==> src/rtl/ws281x_pkg.sv <==
// Shared WS281x definitions: detector FSM states, default line timing and counter helpers.
package ws281x_pkg;

  localparam int unsigned CNT_W            = 16;
  localparam int unsigned DEF_RST_CYC      = 5000;
  localparam int unsigned DEF_GLITCH_CYC   = 10;
  localparam int unsigned DEF_HIGH_MAX_CYC = 200;
  localparam int unsigned DEF_MIN_BITS     = 24;

  typedef enum logic [1:0] {
    IDLE  = 2'd0,
    HIGH  = 2'd1,
    LOW   = 2'd2,
    STUCK = 2'd3
  } det_state_t;

  // Increment that holds at all-ones instead of wrapping.
  function automatic logic [CNT_W-1:0] sat_inc(input logic [CNT_W-1:0] v);
    return (v == {CNT_W{1'b1}}) ? v : v + CNT_W'(1);
  endfunction

endpackage

==> src/rtl/ws281x_frame_detect_sync_edge.sv <==
// Two-flop synchroniser plus edge register; rise/fall are combinational from the last two stages.
module sync_edge (
  input  logic clk_i,
  input  logic rst_i,
  input  logic d_i,
  output logic rise_c,
  output logic fall_c
);

  logic meta_q, sync_q, prev_q;
  logic meta_d, sync_d, prev_d;

  always_comb begin
    meta_d = d_i;
    sync_d = meta_q;
    prev_d = sync_q;
  end

  always_ff @(posedge clk_i or posedge rst_i) begin
    if (rst_i) begin
      meta_q <= 1'b0;
      sync_q <= 1'b0;
      prev_q <= 1'b0;
    end else begin
      meta_q <= meta_d;
      sync_q <= sync_d;
      prev_q <= prev_d;
    end
  end

  assign rise_c = sync_q & ~prev_q;
  assign fall_c = ~sync_q & prev_q;

endmodule

==> src/rtl/ws281x_frame_detect.sv <==
// Decodes WS281x bit periods on the strip data line and pulses once per valid latched frame.
module ws281x_frame_detect
  import ws281x_pkg::*;
#(
  parameter int unsigned RST_CYC      = DEF_RST_CYC,
  parameter int unsigned GLITCH_CYC   = DEF_GLITCH_CYC,
  parameter int unsigned HIGH_MAX_CYC = DEF_HIGH_MAX_CYC,
  parameter int unsigned MIN_BITS     = DEF_MIN_BITS
) (
  input  logic        clk_i,
  input  logic        rst_i,
  input  logic        bit_i,
  input  logic        clr_i,
  output logic        pulse_o,
  output logic [15:0] bit_cnt_o,
  output logic        err_o
);

  localparam logic [CNT_W-1:0] RST_LIM    = CNT_W'(RST_CYC - 1);
  localparam logic [CNT_W-1:0] GLITCH_LIM = CNT_W'(GLITCH_CYC);
  localparam logic [CNT_W-1:0] HIGH_LIM   = CNT_W'(HIGH_MAX_CYC - 1);
  localparam logic [CNT_W-1:0] MIN_LIM    = CNT_W'(MIN_BITS);

  logic rise_c, fall_c;

  sync_edge u_sync_edge (
    .clk_i  (clk_i),
    .rst_i  (rst_i),
    .d_i    (bit_i),
    .rise_c (rise_c),
    .fall_c (fall_c)
  );

  det_state_t       state_q, state_d;
  logic [CNT_W-1:0] width_q, width_d;
  logic [CNT_W-1:0] bits_q, bits_d;
  logic [CNT_W-1:0] bit_cnt_q, bit_cnt_d;
  logic             pulse_q, pulse_d;
  logic             err_q, err_d;
  logic             set_err_c;

  // Next-state: phase timing, bit acceptance and frame end decision.
  always_comb begin
    state_d   = state_q;
    width_d   = sat_inc(width_q);
    bits_d    = bits_q;
    bit_cnt_d = bit_cnt_q;
    pulse_d   = 1'b0;
    set_err_c = 1'b0;

    unique case (state_q)
      IDLE: begin
        width_d = width_q;
        bits_d  = '0;
        if (rise_c) begin
          state_d = HIGH;
          width_d = CNT_W'(1);
        end
      end
      HIGH: begin
        if (fall_c) begin
          state_d = LOW;
          width_d = CNT_W'(1);
          if (width_q >= GLITCH_LIM) bits_d = sat_inc(bits_q);
          else                       set_err_c = 1'b1;
        end else if (width_q == HIGH_LIM) begin
          state_d   = STUCK;
          set_err_c = 1'b1;
        end
      end
      LOW: begin
        // Frame end has priority over a coincident rise; that bit is lost.
        if (width_q == RST_LIM) begin
          if (bits_q >= MIN_LIM) begin
            pulse_d   = 1'b1;
            bit_cnt_d = bits_q;
          end else begin
            set_err_c = 1'b1;
          end
          bits_d  = '0;
          width_d = '0;
          state_d = IDLE;
        end else if (rise_c) begin
          state_d = HIGH;
          width_d = CNT_W'(1);
        end
      end
      STUCK: begin
        width_d = width_q;
        if (fall_c) begin
          bits_d  = '0;
          width_d = '0;
          state_d = IDLE;
        end
      end
      default: state_d = IDLE;
    endcase

    err_d = clr_i ? 1'b0 : err_q;
    if (set_err_c) err_d = 1'b1;
  end

  always_ff @(posedge clk_i or posedge rst_i) begin
    if (rst_i) begin
      state_q   <= IDLE;
      width_q   <= '0;
      bits_q    <= '0;
      bit_cnt_q <= '0;
      pulse_q   <= 1'b0;
      err_q     <= 1'b0;
    end else begin
      state_q   <= state_d;
      width_q   <= width_d;
      bits_q    <= bits_d;
      bit_cnt_q <= bit_cnt_d;
      pulse_q   <= pulse_d;
      err_q     <= err_d;
    end
  end

  assign pulse_o   = pulse_q;
  assign bit_cnt_o = bit_cnt_q;
  assign err_o     = err_q;

endmodule

==> config.mk <==
export PLATFORM = sky130hd
export DESIGN_NAME = ws281x_frame_detect
export DESIGN_NICKNAME = d
export VERILOG_FILES = /design/src/rtl/ws281x_pkg.sv /design/src/rtl/ws281x_frame_detect_sync_edge.sv /design/src/rtl/ws281x_frame_detect.sv
export SDC_FILE = /design/constraint.sdc
export NUM_CORES = 1
export LEC_CHECK = 0
export BUFFER_PORTS_ARGS = -buffer_cell sky130_fd_sc_hd__buf_2
export CORE_UTILIZATION = 55
export CTS_BUF_LIST = sky130_fd_sc_hd__clkbuf_4
export CTS_CLUSTER_SIZE = 28
export DETAILED_ROUTE_END_ITERATION = 10
export GPL_TIMING_DRIVEN = 1
export PLACE_DENSITY = 0.86
export RECOVER_POWER = 25
export SLEW_MARGIN = 10
export SYNTH_ARGS = -nofsm -noshare
export SYNTH_HDL_FRONTEND = slang
export SYNTH_HIERARCHICAL = 1
export SYNTH_SLANG_ARGS = --single-unit
==> constraint.sdc <==
create_clock -name clk_i -period 2.6 [get_ports clk_i]
set_clock_uncertainty 0.15 [all_clocks]
set_input_delay 0.26 -clock clk_i [delete_from_list [all_inputs] [get_ports clk_i]]
set_output_delay 0.26 -clock clk_i [all_outputs]
set_load 0.02 [all_outputs]
# ---- Yosys cells after proc, flatten, opt, wreduce, memory -nomap -nowiden
# Index checks and enable logic that the tools add are counted.
dict set report totals {
  regBits 55
  wordCells 66
  in_bits 4
  output_inout_bits 18
}
dict set report op_classes {
  bitwise_logic 4
  n_reduce_logical 6
  order_cmp 2
  n_eq_ne 14
  n_mux 29
  add_sub_neg 2
}
# cell n
set ops {}
lappend ops {{$mux 16} 10}
lappend ops {{$pmux 16 s4} 2}
lappend ops {{$add 16x1->16 const B} 2}
lappend ops {{$eq 16x16->1 const B} 2}
lappend ops {{$eq 16x13->1 const B} 1}
lappend ops {{$eq 16x8->1 const B} 1}
lappend ops {{$ge 16x4->1 const B} 1}
lappend ops {{$ge 16x5->1 const B} 1}
lappend ops {{$ne 2x2->1 const B} 6}
lappend ops {{$mux 1} 10}
lappend ops {{$mux 2} 5}
lappend ops {{$pmux 2 s4} 1}
lappend ops {{$reduce_and 5->1} 1}
lappend ops {{$eq 2x2->1 const B} 2}
lappend ops {{$reduce_and 2->1} 2}
lappend ops {{$ne 3x3->1 const B} 1}
lappend ops {{$reduce_and 3->1} 1}
lappend ops {{$and 1x1->1} 2}
lappend ops {{$eq 2x1->1 const B} 1}
lappend ops {{$logic_not 2->1} 1}
lappend ops {{$not 1->1} 2}
lappend ops {{$pmux 1 s2} 1}
lappend ops {{$reduce_bool 2->1} 1}

# ---- Logic depth before layout (Yosys ltp)
dict set report depth {
  word_depth 5
  ltp_mapped 10
  depth_no_buf 7
}

# ---- Modules after synthesis
# The synthesis kept the hierarchy.
# module n_inst area_each_um2 cells_per_inst seq_area_each_um2
set by_module_without_submodules {}
lappend by_module_without_submodules {ws281x_frame_detect 1 3037.9 308 1301.2}
lappend by_module_without_submodules {sync_edge 1 93.8 6 75.1}

# ---- Worst setup path before layout
# No wires, ideal clock.
dict set report synth_timing {
  kind {register to register}
  from {register width_q[11]}
  to {register bits_q[2]}
  t_arrival_ns 2.298
  required_time_ns 2.349
  period_less_slack_ns 2.548
  path_slack_ns 0.052
  stages_incl_launch_ff 6
  setup_ns 0.101
  n_path_buf 0
  path_cell_list {dfrtp_1 > or4_4 > o41ai_4 > nand2_2 > or4b_1 > o311ai_2}
}
dict set report synth_via {
  elab_chain_len 3
  elab_cells_between_ends 5
  classes_between {order compare (1); eq/ne (3); reduce/logical (1)}
}
# element line_no
set synth_rtl {}
lappend synth_rtl {{start, declared} ws281x_frame_detect.sv:35} ;# logic [CNT_W-1:0] width_q, width_d;
lappend synth_rtl {{start signal, assigned} ws281x_frame_detect.sv:113} ;# width_q <= width_d;
lappend synth_rtl {{$ge 16x4->1 / $eq 16x13->1 (equally long branches)} {ws281x_frame_detect.sv:64, ws281x_frame_detect.sv:73}}
lappend synth_rtl {{$ne 2x2->1 (no line)} -}
lappend synth_rtl {{$reduce_and 5->1 (no line) *} -}
lappend synth_rtl {{end signal, assigned} ws281x_frame_detect.sv:114} ;# bits_q <= bits_d;
lappend synth_rtl {{end, declared} ws281x_frame_detect.sv:36} ;# logic [CNT_W-1:0] bits_q, bits_d;
# Every way passes the cells marked *; elsewhere a longest branch is shown, timed or not.
# A chain may end at the register's enable or synchronous reset.

# ---- Worst setup path in the final report
dict set report layout_timing {
  from {register width_q[11]}
  to {register bits_q[13]}
}
# The elaborated chain is that of the path after synthesis.

==> flow_summary.json <==
{
  "drv_slew": 0,
  "antenna_found_initial": 0,
  "cts.sinks": 55,
  "synth-adder-area-share": 0.0360,
  "synth_compound_area_frac": 0.159,
  "ys_ff_latch": 55,
  "synth_top_family_by_area": "simple AND/OR/NAND/NOR gates",
  "seq_area_frac_synth": 0.439,
  "grt_pass1_wl_um": 11000,
  "crit_family": "simple AND/OR/NAND/NOR gates",
  "nFillCells": 459,
  "place_congestion": 0.847,
  "crit_chain": "or4_4, o41ai_4, buf_6, nand4_1, or4_1, a21oi_1",
  "whs_ns": 0.109,
  "cts-htree-levels": 2,
  "fp.dieArea_um2": 6000,
  "rows": 27,
  "min_path_type": "in2async",
  "die_h_um": 77.5,
  "relSlewSlack": 0.357,
  "cts_tree": "built",
  "worst_slew_pin_slew_ns": 0.964,
  "path_clk_slew_ns": 0.15,
  "worstPathMaxFanout": 13,
  "nets": 363,
  "drive_gt1_frac": 0.223,
  "insertion_delay_ns": 0.37,
  "coreArea_um2": 5510,
  "grt_max_degree": 29,
  "syn2layout_area_growth_pct": 12.5,
  "place.port_buffers": 21,
  "post_dp_cell_area_um2": 3430,
  "syn_inst": 314,
  "place.detailed.hpwl_um": 4690,
  "start_util": 0.569,
  "finalCritPeriodShare": 0.947,
  "synth_ff_type": "dfrtp_1",
  "diodes": 0,
  "slowest_stage": "or4_4",
  "setup_violations": 0,
  "drv_cap": 0,
  "synth_nets": 327,
  "ff2ff_setup_slack_ns": 0.14,
  "dp_slack_ns": 0.0457,
  "mostFrequentLayoutCell": "dfrtp_1",
  "async_reset_ff_frac": 1.00,
  "startpoint_type": "flop",
  "io_pins": 22,
  "postCtsSetupRepairBufs": 0,
  "synth_edf_count": 0,
  "drc": 0,
  "grt_pass1_vias": 2356,
  "vdd_drop_max_uv": 372,
  "routed-via-count": 2634,
  "cts-root-buf": "clkbuf_4",
  "cp-end-kind": "flop",
  "first_pass_iters": 6,
  "p_per_area_nw_per_um2": 581,
  "p_total_uw": 2050,
  "ys_types": 50,
  "wl_per_cell_um": 15.4,
  "max_freq_mhz": 406,
  "ant_nets": 0,
  "critPathKind": "reg2reg",
  "wirelength_um": 6510,
  "die_w_um": 77.5,
  "ys_warn_count": 6,
  "critPathMaxStageDelay_ns": 0.58,
  "grt_usage": 0.229,
  "finalCriticalPeriod_ns": 2.46,
  "ff_latch_area_um2": 1380,
  "outcome": "finished clean",
  "fin_area_um2": 3520,
  "numCtsBuffers": 5,
  "final_cell_mix": "55 x dfrtp_1, 20 x nand2_1, 20 x nor2_1, 20 x buf_2, 20 x buf_4",
  "grt_overflow_total": 0,
  "arrival_ns": 2.62,
  "clk_path_buf_depth": 2,
  "synth_simple_gate_area_frac": 0.222,
  "drt_iter0_markers": 202,
  "synth_area_um2": 3130,
  "synth-xor-area-share": 0.0280,
  "finalHoldViolCount": 0,
  "synth_area_per_cell_um2": 9.97,
  "via_per_inst": 6.24,
  "path_buf_inv": 1,
  "worst_ep_required_time_ns": 2.75,
  "setup_slack_ns": 0.137,
  "multiInputGateArea_um2": 1630,
  "leakage_uw": 0.00155,
  "synthMuxAreaShare": 0.0703
}
[tightest hold or removal path: stages]
cell	delay, ns
dlygate4sd3_1	0.53
clkbuf_1	0.10
inv_1	0.10
[metrics by stage]
| step | utilization | setup TNS (ns) | instances |
|---|---|---|---|
| 4_1_cts | 0.638 | 0 | 422 |
| 3_5_place_dp | 0.623 | 0 | 412 |
| 5_1_grt | 0.640 | -0.0000666 | 422 |
| 3_3_place_gp | 0.623 | 0 | 412 |
| 2_1_floorplan | - | 0 | 314 |
| 6_report | 0.640 | 0 | 422 |
[cells by family after synthesis]
kind of cell | Yosys count
AND/OR/NAND/NOR | 123
XOR/XNOR | 10
AO/OA/AOI/OAI | 63
multiplexers | 20
flip-flops | 55
adder cells (fa/ha/maj) | 9
buffers and inverters | 34
[report_power, final]
| group | switching, uW | internal [uW] |
|---|---|---|
| clock network | 257 | 101 |
| registers | 36.1 | 896 |
| logic | 489 | 268 |
[sequential cells by signal, indices dropped and copies added, names as in the netlist]
| signal | flops |
|---|---|
| pulse_o | 1 |
| width_q | 16 |
| bit_cnt_o | 16 |
| u_sync_edge/prev_q | 1 |
| state_q | 2 |
| bits_q | 16 |
| u_sync_edge/meta_q | 1 |
| err_o | 1 |
| u_sync_edge/prev_d | 1 |
[worst paths after layout]
path / start / end / cells past startpoint
min in group clk_i: u_sync_edge/meta_q / u_sync_edge/prev_d / 0
hold reg to reg: u_sync_edge/meta_q / u_sync_edge/prev_d / 0
hold / removal: rst_i / u_sync_edge/meta_q / 3
setup reg to reg: width_q[11] / bits_q[13] / 6
max in group asynchronous: rst_i / bits_q[8] / 4
setup / recovery: width_q[11] / bits_q[13] / 6
[layer usage]
metal	share of wire	GRT usage	up-vias
li1	-	-	1248
met1	0.47	0.331	1286
met2	0.47	0.345	94
met3	0.053	0.0412	6
met4	0.012	0.0830	0
met5	0	0	-
[cells in the mapped netlist, types with 2 or more instances]
cell        n  area (um2)
a211oi_1    9        67.6
ha_1        9         113
or4_1       9        67.6
buf_2       3        15.0
nand4_1    11        68.8
clkbuf_1   13        48.8
o31ai_1    11        82.6
o31a_1      3        26.3
nand4b_1    2        17.5
nor2b_1     2        12.5
dfrtp_1    55        1380
or4b_1      2        20.0
mux2_2     16         180
nand2_1    20        75.1
mux2i_1     4        40.0
a21boi_0    2        15.0
nand3_1    15        75.1
nor4_1      6        37.5
xnor2_1    10        87.6
o21ai_0     3        15.0
a2111oi_0   4        35.0
and3_1      7        43.8
o311ai_0    2        17.5
a21oi_1    16        80.1
nor2_1     20        75.1
and4_1      8        70.1
a32oi_1     2        17.5
inv_1      16        60.1
nand2b_1    6        37.5
nor3_1      8        40.0
[final cells by class]
class	count	share of cell area
Inverter	16	0.0170
Clock inverter	2	0.00391
Tap cell	72	0.0256
Multi-Input combinational cell	225	0.462
Sequential cell	55	0.391
Timing Repair Buffer	47	0.0906
Clock buffer	5	0.0107
[what timing repair did]
action,4_1_cts,5_1_grt
hold buffers,3,0
hold endpoints to repair,17,0
resized for setup,0,4
endpoints found under the setup margin,0,26
Power figures use the tool's default switching activity.
